[config.mk]
export PLATFORM = sky130hd
export DESIGN_NAME = alu_requester
export DESIGN_NICKNAME = d
export VERILOG_FILES = /design/src/rtl/tinyalu_pkg.sv /design/src/rtl/sat_counter16.sv /design/src/rtl/alu_requester.sv
export SDC_FILE = /design/constraint.sdc
export NUM_CORES = 1
export LEC_CHECK = 0
export ABC_AREA = 0
export CORE_UTILIZATION = 45
export CTS_CLUSTER_SIZE = 14
export DETAILED_ROUTE_END_ITERATION = 8
export PLACE_DENSITY = 0.76
export SYNTH_ARGS = -nofsm -noshare
export SYNTH_HDL_FRONTEND = slang
export SYNTH_SLANG_ARGS = --single-unit
[constraint.sdc]
create_clock -name clk -period 4.7 [get_ports clk]
set_clock_uncertainty 0.1 [all_clocks]
set_input_delay 0.47 -clock clk [delete_from_list [all_inputs] [get_ports clk]]
set_output_delay 0.47 -clock clk [all_outputs]
set_load 0.03 [all_outputs]
[src/rtl/tinyalu_pkg.sv]
// ============================================================================
// Module   : tinyalu_pkg
// Brief    : Shared TinyALU opcode type, requester FSM states and defaults.
// Revision : 1.0
// ============================================================================
`default_nettype none

package tinyalu_pkg;

    typedef enum logic [2:0] {
        op_nop  = 3'b000,
        op_add  = 3'b001,
        op_and  = 3'b010,
        op_xor  = 3'b011,
        op_mul  = 3'b100,
        op_nop1 = 3'b101,
        op_res1 = 3'b110,
        op_res2 = 3'b111
    } alu_opcode_t;

    localparam int TIMEOUT_DEFAULT = 16;

    typedef enum logic [1:0] {
        ST_IDLE  = 2'd0,
        ST_ISSUE = 2'd1,
        ST_RESP  = 2'd2
    } req_state_t;

    // Both no-op encodings complete locally without involving the ALU.
    function automatic logic is_nop(input alu_opcode_t o);
        return (o == op_nop) || (o == op_nop1);
    endfunction

endpackage

`default_nettype wire

[src/rtl/sat_counter16.sv]
// ============================================================================
// Module   : sat_counter16
// Brief    : 16-bit up counter with enable, synchronous active-low reset,
//            holding at 16'hFFFF.
// Revision : 1.0
// ============================================================================
`default_nettype none

module sat_counter16 (
    input  logic        clk,
    input  logic        reset_n,
    input  logic        inc,
    output logic [15:0] count
);

    always_ff @(posedge clk) begin
        if (!reset_n) begin
            count <= 16'h0000;
        end else if (inc && (count != 16'hFFFF)) begin
            count <= count + 16'h0001;
        end
    end

endmodule

`default_nettype wire

[src/rtl/alu_requester.sv]
// ============================================================================
// Module   : alu_requester
// Brief    : Accepts ALU commands, drives a start/done handshake with timeout,
//            and returns a held response plus saturating op/fail counters.
// Revision : 1.0
// ============================================================================
`default_nettype none

module alu_requester
    import tinyalu_pkg::*;
#(
    parameter int TIMEOUT_CYCLES = TIMEOUT_DEFAULT
) (
    input  logic        clk,
    input  logic        reset_n,
    input  logic        cmd_valid,
    output logic        cmd_ready,
    input  logic [7:0]  cmd_a,
    input  logic [7:0]  cmd_b,
    input  alu_opcode_t cmd_op,
    output logic [7:0]  A,
    output logic [7:0]  B,
    output alu_opcode_t op,
    output logic        start,
    input  logic [15:0] result,
    input  logic        done,
    input  logic        error,
    output logic        rsp_valid,
    input  logic        rsp_ready,
    output logic [15:0] rsp_result,
    output alu_opcode_t rsp_op,
    output logic        rsp_error,
    output logic        rsp_timeout,
    output logic [15:0] cnt_ops,
    output logic [15:0] cnt_fail
);

    localparam int c_TW = $clog2(TIMEOUT_CYCLES + 1);

    req_state_t        r_state;
    logic [c_TW-1:0]   r_tcnt;
    logic              w_rsp_fire;
    logic              w_fail_fire;

    assign cmd_ready   = (r_state == ST_IDLE);
    assign rsp_valid   = (r_state == ST_RESP);
    assign w_rsp_fire  = rsp_valid && rsp_ready;
    assign w_fail_fire = w_rsp_fire && (rsp_error || rsp_timeout);

    always_ff @(posedge clk) begin
        if (!reset_n) begin
            r_state     <= ST_IDLE;
            r_tcnt      <= '0;
            start       <= 1'b0;
            A           <= 8'h00;
            B           <= 8'h00;
            op          <= op_nop;
            rsp_result  <= 16'h0000;
            rsp_op      <= op_nop;
            rsp_error   <= 1'b0;
            rsp_timeout <= 1'b0;
        end else begin
            case (r_state)
                ST_IDLE: begin
                    if (cmd_valid) begin
                        A      <= cmd_a;
                        B      <= cmd_b;
                        op     <= cmd_op;
                        r_tcnt <= '0;
                        if (is_nop(cmd_op)) begin
                            r_state     <= ST_RESP;
                            rsp_result  <= 16'h0000;
                            rsp_op      <= cmd_op;
                            rsp_error   <= 1'b0;
                            rsp_timeout <= 1'b0;
                        end else begin
                            r_state <= ST_ISSUE;
                            start   <= 1'b1;
                        end
                    end
                end
                ST_ISSUE: begin
                    r_tcnt <= r_tcnt + c_TW'(1);
                    // Error wins over done; timeout fires on the last allowed start cycle.
                    if (error) begin
                        r_state     <= ST_RESP;
                        start       <= 1'b0;
                        rsp_result  <= 16'h0000;
                        rsp_op      <= op;
                        rsp_error   <= 1'b1;
                        rsp_timeout <= 1'b0;
                    end else if (done) begin
                        r_state     <= ST_RESP;
                        start       <= 1'b0;
                        rsp_result  <= result;
                        rsp_op      <= op;
                        rsp_error   <= 1'b0;
                        rsp_timeout <= 1'b0;
                    end else if (r_tcnt == c_TW'(TIMEOUT_CYCLES - 1)) begin
                        r_state     <= ST_RESP;
                        start       <= 1'b0;
                        rsp_result  <= 16'h0000;
                        rsp_op      <= op;
                        rsp_error   <= 1'b0;
                        rsp_timeout <= 1'b1;
                    end
                end
                ST_RESP: begin
                    if (rsp_ready) begin
                        r_state <= ST_IDLE;
                    end
                end
                default: begin
                    r_state <= ST_IDLE;
                    start   <= 1'b0;
                end
            endcase
        end
    end

    sat_counter16 u_cnt_ops (
        .clk     (clk),
        .reset_n (reset_n),
        .inc     (w_rsp_fire),
        .count   (cnt_ops)
    );

    sat_counter16 u_cnt_fail (
        .clk     (clk),
        .reset_n (reset_n),
        .inc     (w_fail_fire),
        .count   (cnt_fail)
    );

endmodule

`default_nettype wire

==> metrics.cfg <==
[outcome]
status=completed

[synthesis]
syn_area_per_cell_um2=8.78
yosysTopAreaCell=dfxtp_1
async_reset_ff_frac=0
synth_area_um2=3420
ys_warn_count=0
synth_area_leaders=dfxtp_1 47%, nand2_1 8.0%, a21oi_1 5.4%, a22o_1 4.1%, mux2i_1 3.5%
ys_seq_elements=80
synth_cell_type_count=44
syn-num-nets=434
synth_top_area_frac=0.469
synth-edff-count=0
synthCells=389
ys.flop_type=dfxtp_1
ys_seq_area_frac=0.469

[die]
die_area_um2=7940
core_um2=7290
die_h_um=89.1
rows=31
io_pins=116
initial_utilization=0.468
fp.dieW_um=89.1

[clock_tree]
clock_path_buffers=2
tritoncts=built
htreeDepth=3
cts_hold_buf=0
path_clk_slew_ns=0.09
clk_latency_ns=0.35
numCtsBuffers=9
clock-sinks=80
ctsRootBufferMaster=clkbuf_8
postCtsSetupBuffers=0
cts_resized=0

[grt]
antenna_found_initial=0
grt_first_pass_wirelength_um=12800
track_usage=0.210
grt_pass1_vias=2798
grt_max_degree=49
overflow=0

[routing]
via_per_inst=5.42
drc=0
first_pass_iters=5
dr.first_iter.drc_count=83
vias=3262
routedWlPerCell_um=13.6
routed_wl_um=8210
ant_nets=0

[cells_and_area]
nFillCells=626
layout.nets=543
syn_to_final_growth_pct=42.6
diodes=0
drive_gt1_frac=0.0596

[sta]
setup_viol=0
maxSlewHeadroom=0.355
worst_pin_slew_ns=0.963
hold_violations=0
grt_setup_unrepaired=false
setup_tns_ns=0
fin_crit_sh=0.554
drv_slew=0
hold_ws_ns=0.358
finalCriticalPeriod_ns=2.60
fmax_ghz=0.384

[power]
p_per_area_nw_per_um2=305
leakage_nw=1.69
ir_worst_vdd_uv=205

[setup_path]
crit_type=in2reg
required_ns=4.84
cp.arrival_ns=2.74
endpoint_kind=flop
crit_fanout=24
start_kind=primary input

[placed_design]
portBuffers=115
dp.final_hpwl_um=5670
finalWeightedCongestion=0.732

[job]
cap_violations=0

[worst_hold_path]
hp-class=reg2reg

## routing by layer
layer	up-vias	global-route usage	share of wire
met4	0	0.108	0.021
met1	1522	0.271	0.46
met5	-	0	0
met3	14	0.0582	0.077
li1	1625	-	-
met2	101	0.321	0.45
## layout by cell type, fill, tap and decap left out, types with 6 or more instances in the layout
cell type and count:
a22o_1 16, clkdlybuf4s50_1 115, clkbuf_8 10, nor2_1 16
inv_1 9, nand2_1 73, or4_1 6, nand4_1 9
nor4_1 6, dfxtp_1 80, o21ai_0 9, nand2b_1 11
a21oi_1 37, or3_1 9, mux2i_1 12, nand3_1 10
## power by group
part	internal [mW]	leakage [nW]	switching, mW
sequential	0.698	0.649	0.0153
combinational	0.0880	0.932	0.110
clock	0.315	0.109	0.259
## cells in the mapped netlist, drive strengths merged (2+ instances only)
| cell | instances |
|---|---|
| dfxtp | 80 |
| nand2 | 73 |
| a21oi | 37 |
| nor2 | 17 |
| a22o | 16 |
| clkbuf | 16 |
| mux2i | 12 |
| nand2b | 11 |
| nand3 | 10 |
| inv | 9 |
| nand4 | 9 |
| o21ai | 9 |
| or3 | 9 |
| nor4 | 7 |
| or4 | 6 |
| and2 | 5 |
| buf | 5 |
| o31ai | 5 |
| xor2 | 5 |
| a311oi | 4 |
| ha | 4 |
| nor3 | 4 |
| o41ai | 4 |
| or2 | 4 |
| a211oi | 3 |
| and3 | 3 |
| o21bai | 3 |
| o311ai | 3 |
| nor2b | 2 |
| o211ai | 2 |
| o311a | 2 |
## final timing paths
check,cells past startpoint,endpoint,start,slack (ns)
max,5,rsp_result[2],cmd_valid,2.10
min,2,B[7],B[7],0.36
max reg2reg,4,rsp_result[2],r_state[1],2.20
min reg2reg,2,B[7],B[7],0.36
## critical path: stages
cell and delay, ns:
clkdlybuf4s50_1 0.47, or3b_1 0.70, o32ai_4 0.60, nor2_2 0.24, a22o_1 0.25
## sequential cells by signal, summed over array words and instances, names as in the netlist
name	count
B	8
op	3
start	1
rsp_error	1
A	8
rsp_op	3
r_state	2
rsp_result	16
u_cnt_ops.count	16
r_tcnt	5
u_cnt_fail.count	16
rsp_timeout	1
## kinds of logic (layout without fill, tap and decap cells)
kind of cell | Yosys count | after routing | share of synthesized area
xor gates and xnor gates | 5 | 5 | 0.0128
DFF | 80 | 80 | 0.469
muxes | 12 | 12 | 0.0352
adders and majority gates | 4 | 4 | 0.0147
buffers and inverters | 30 | 144 | 0.0348
AOI/OAI and AO/OA | 92 | 92 | 0.189
and+or+nand+nor | 166 | 166 | 0.245
## stage by stage
step	cell area, um^2	cells	worst slack (ns)	utilization	power, mW
6_report	4870	602	2.10	0.668	1.49
3_5_place_dp	4640	586	1.71	0.636	0.928
2_1_floorplan	3420	389	2.51	-	0.836
5_1_grt	4870	602	1.92	0.668	1.54
4_1_cts	4870	602	2.10	0.668	1.50
3_3_place_gp	4640	586	1.80	0.636	0.925
## cell type report
cell class                      count  area [um^2]  share of cell area
Timing Repair Buffer              119         1180               0.242
Tap cell                           99          124              0.0254
Multi-Input combinational cell    279         1700               0.349
Inverter                            9         33.8             0.00694
Clock buffer                       10          138              0.0283
Sequential cell                    80         1600               0.329
Clock inverter                      6         92.6              0.0190
Note: power is estimated with default switching activity, not from simulation.
==> patch (same settings) <==
`TIMEOUT_DEFAULT`: 16 -> 32.
--- a/src/rtl/tinyalu_pkg.sv
+++ b/src/rtl/tinyalu_pkg.sv
@@ -18,7 +18,7 @@
         op_res2 = 3'b111
     } alu_opcode_t;
 
-    localparam int TIMEOUT_DEFAULT = 16;
+    localparam int TIMEOUT_DEFAULT = 32;
 
     typedef enum logic [1:0] {
         ST_IDLE  = 2'd0,
Behaviour: no difference found for any inputs over 4 cycles, from zero or initial values and one cycle with reset_n low; that may be too few to reach the edited logic, so the function may still have changed.
==> patch against the unedited design <==
  * Area after synthesis rose by 0.88%
  * Non-clock buffer count fell by 4
  * Routed wire length rose by 1.5%
  * Setup slack got worse by 62 ps
  * Count of clock-buffer cells in the layout rose by 1
  * Power fell by 5.6%
  * Sequential cell count rose by 1
  * Final area fell by 0.95%
  * Largest cell class unchanged
==> patch: results <==
metrics = {
    "outcome": {
        "status": "finished, final reports clean",
    },
    "global_routing": {
        "grt_util_all_layers_pct": 21.67,
        "grt_max_degree": 58,
        "antenna_found_initial": 0,
        "grt_pass1_wl_um": 13370,
        "first_global_vias": 2872,
    },
    "setup_path": {
        "setup.worst_path.end": "rsp_result[0]",
        "slowest_stage": "nor4b_4",
        "crit_path_start": "reset_n",
        "reg2reg_depth": 6,
        "r2r-start": "r_tcnt[0]",
        "arrival_ps": 2850,
        "critPathMaxStageDelay_ps": 880,
        "r2r_slack_ps": 2580,
        "crit_fanout": 57,
    },
    "synth": {
        "syn-num-nets": 424,
        "synth-async-reset-ratio_pct": 0,
        "ys_warn_count": 0,
        "ys_types": 48,
        "synthTopCellsByCount": "dfxtp_1 (81), nand2_1 (57), nor2_1 (37)",
        "synth.area.top_cells": "dfxtp_1 (47%), nand2_1 (6.2%), a21oi_1 (4.6%)",
        "seq_area_frac_synth_pct": 47.06,
    },
    "place": {
        "place_area_um2": 4633,
        "portBuffers": 115,
        "hpwl_um": 5834,
        "globalplace.congestion": 0.8432,
    },
    "sta": {
        "slew_headroom_pct": 33.08,
        "finalMaxSlewViolations": 0,
    },
    "detailed_routing": {
        "first_pass_iters": 4,
        "first_iter_violations": 95,
        "wl_per_cell_um": 14.06,
        "vias": 3144,
    },
    "cts": {
        "clock_latency_ps": 340,
        "cts_buffers": 9,
        "clkSlewWorstSetupHoldPaths_ps": 80,
        "clock-root-buffer": "clkbuf_8",
        "ctsResizeCount": 0,
        "clock_path_buffers": 2,
        "htree_levels": 3,
        "cts_setup_buffers": 0,
    },
    "layout": {
        "nets": 533,
        "drive_gt1_share_pct": 7.692,
        "largestRegisters": "rsp_result: 16 flops, u_cnt_fail.count: 16 flops, u_cnt_ops.count: 16 flops",
        "fill_cells": 595,
        "n_antenna_cell": 0,
    },
    "pwr": {
        "ir_worst_vdd_mv": 0.1771,
        "leakagePower_nw": 1.707,
    },
    "hold_path": {
        "hold_class": "register to register",
    },
}
## patch: cell types whose count changed after synthesis, moves of 7 or more
cell and delta:
nor2_1 +21, nand3_1 +8, nand2b_1 -7, nand2_1 -16, nand4_1 +8, mux2i_1 -9
xnor2_1 +15
## patch: per-stage QoR
step	setup slack [ps]	instances
final	2035	593
after global routing	1846	593
after CTS	2024	593
after detailed placement	1661	577
after global placement	1756	577
after floorplan	2771	380
## patch: how the worst min path moves through the flow
stage / startpoint / end / slack, ps / cells after the start
global placement: A[1] / A[1] / 340 / 2
detailed placement: B[5] / B[5] / 350 / 2
floorplan: r_tcnt[1] / r_tcnt[1] / 370 / 2
finish: B[5] / B[5] / 360 / 2
global route: B[0] / B[0] / 390 / 2
CTS: B[5] / B[5] / 360 / 2
## patch: final cells by class
cell class	count	area (µm²)	share of cell area, %
clock buffer	11	151.4	3.138
tap	99	123.9	2.567
multi-input combinational	278	1722	35.68
timing repair buffer	115	1151	23.86
clock inverter	5	40.04	0.8299
sequential	81	1622	33.61
inverter	4	15.01	0.3112
## patch: report_power, final
part           switching, mW  leakage [nW]  internal, mW  total, mW
Combinational          0.114         0.962        0.0893      0.203
Sequential            0.0164         0.657         0.707      0.724
Clock                  0.253        0.0878         0.222      0.476
Total                  0.383          1.71          1.02       1.40
## patch: critical path: cells and delay by family
family | cells | cell delay, ps
buffers and inverters | 2 | 1220
AND/OR/NAND/NOR | 1 | 880
AO/OA/AOI/OAI | 1 | 270
## patch: per-layer routing
layer  routed length [µm]  up-vias  global-route usage (%)
li1                     -     1570                       -
met1                 3936     1470                   28.15
met2                 3862      100                   35.60
met3                  490        4                   5.725
met4                   49        0                   6.061
met5                    0        -                       0
## patch: logic make-up after synthesis
group	Yosys count	synth area share [%]
DFF	81	47.06
AOI/OAI and AO/OA	68	13.54
adders and majority gates	3	1.089
xor gates and xnor gates	26	6.609
and+or+nand+nor	178	27.85
muxes	3	0.8715
buffers and inverters	21	2.977
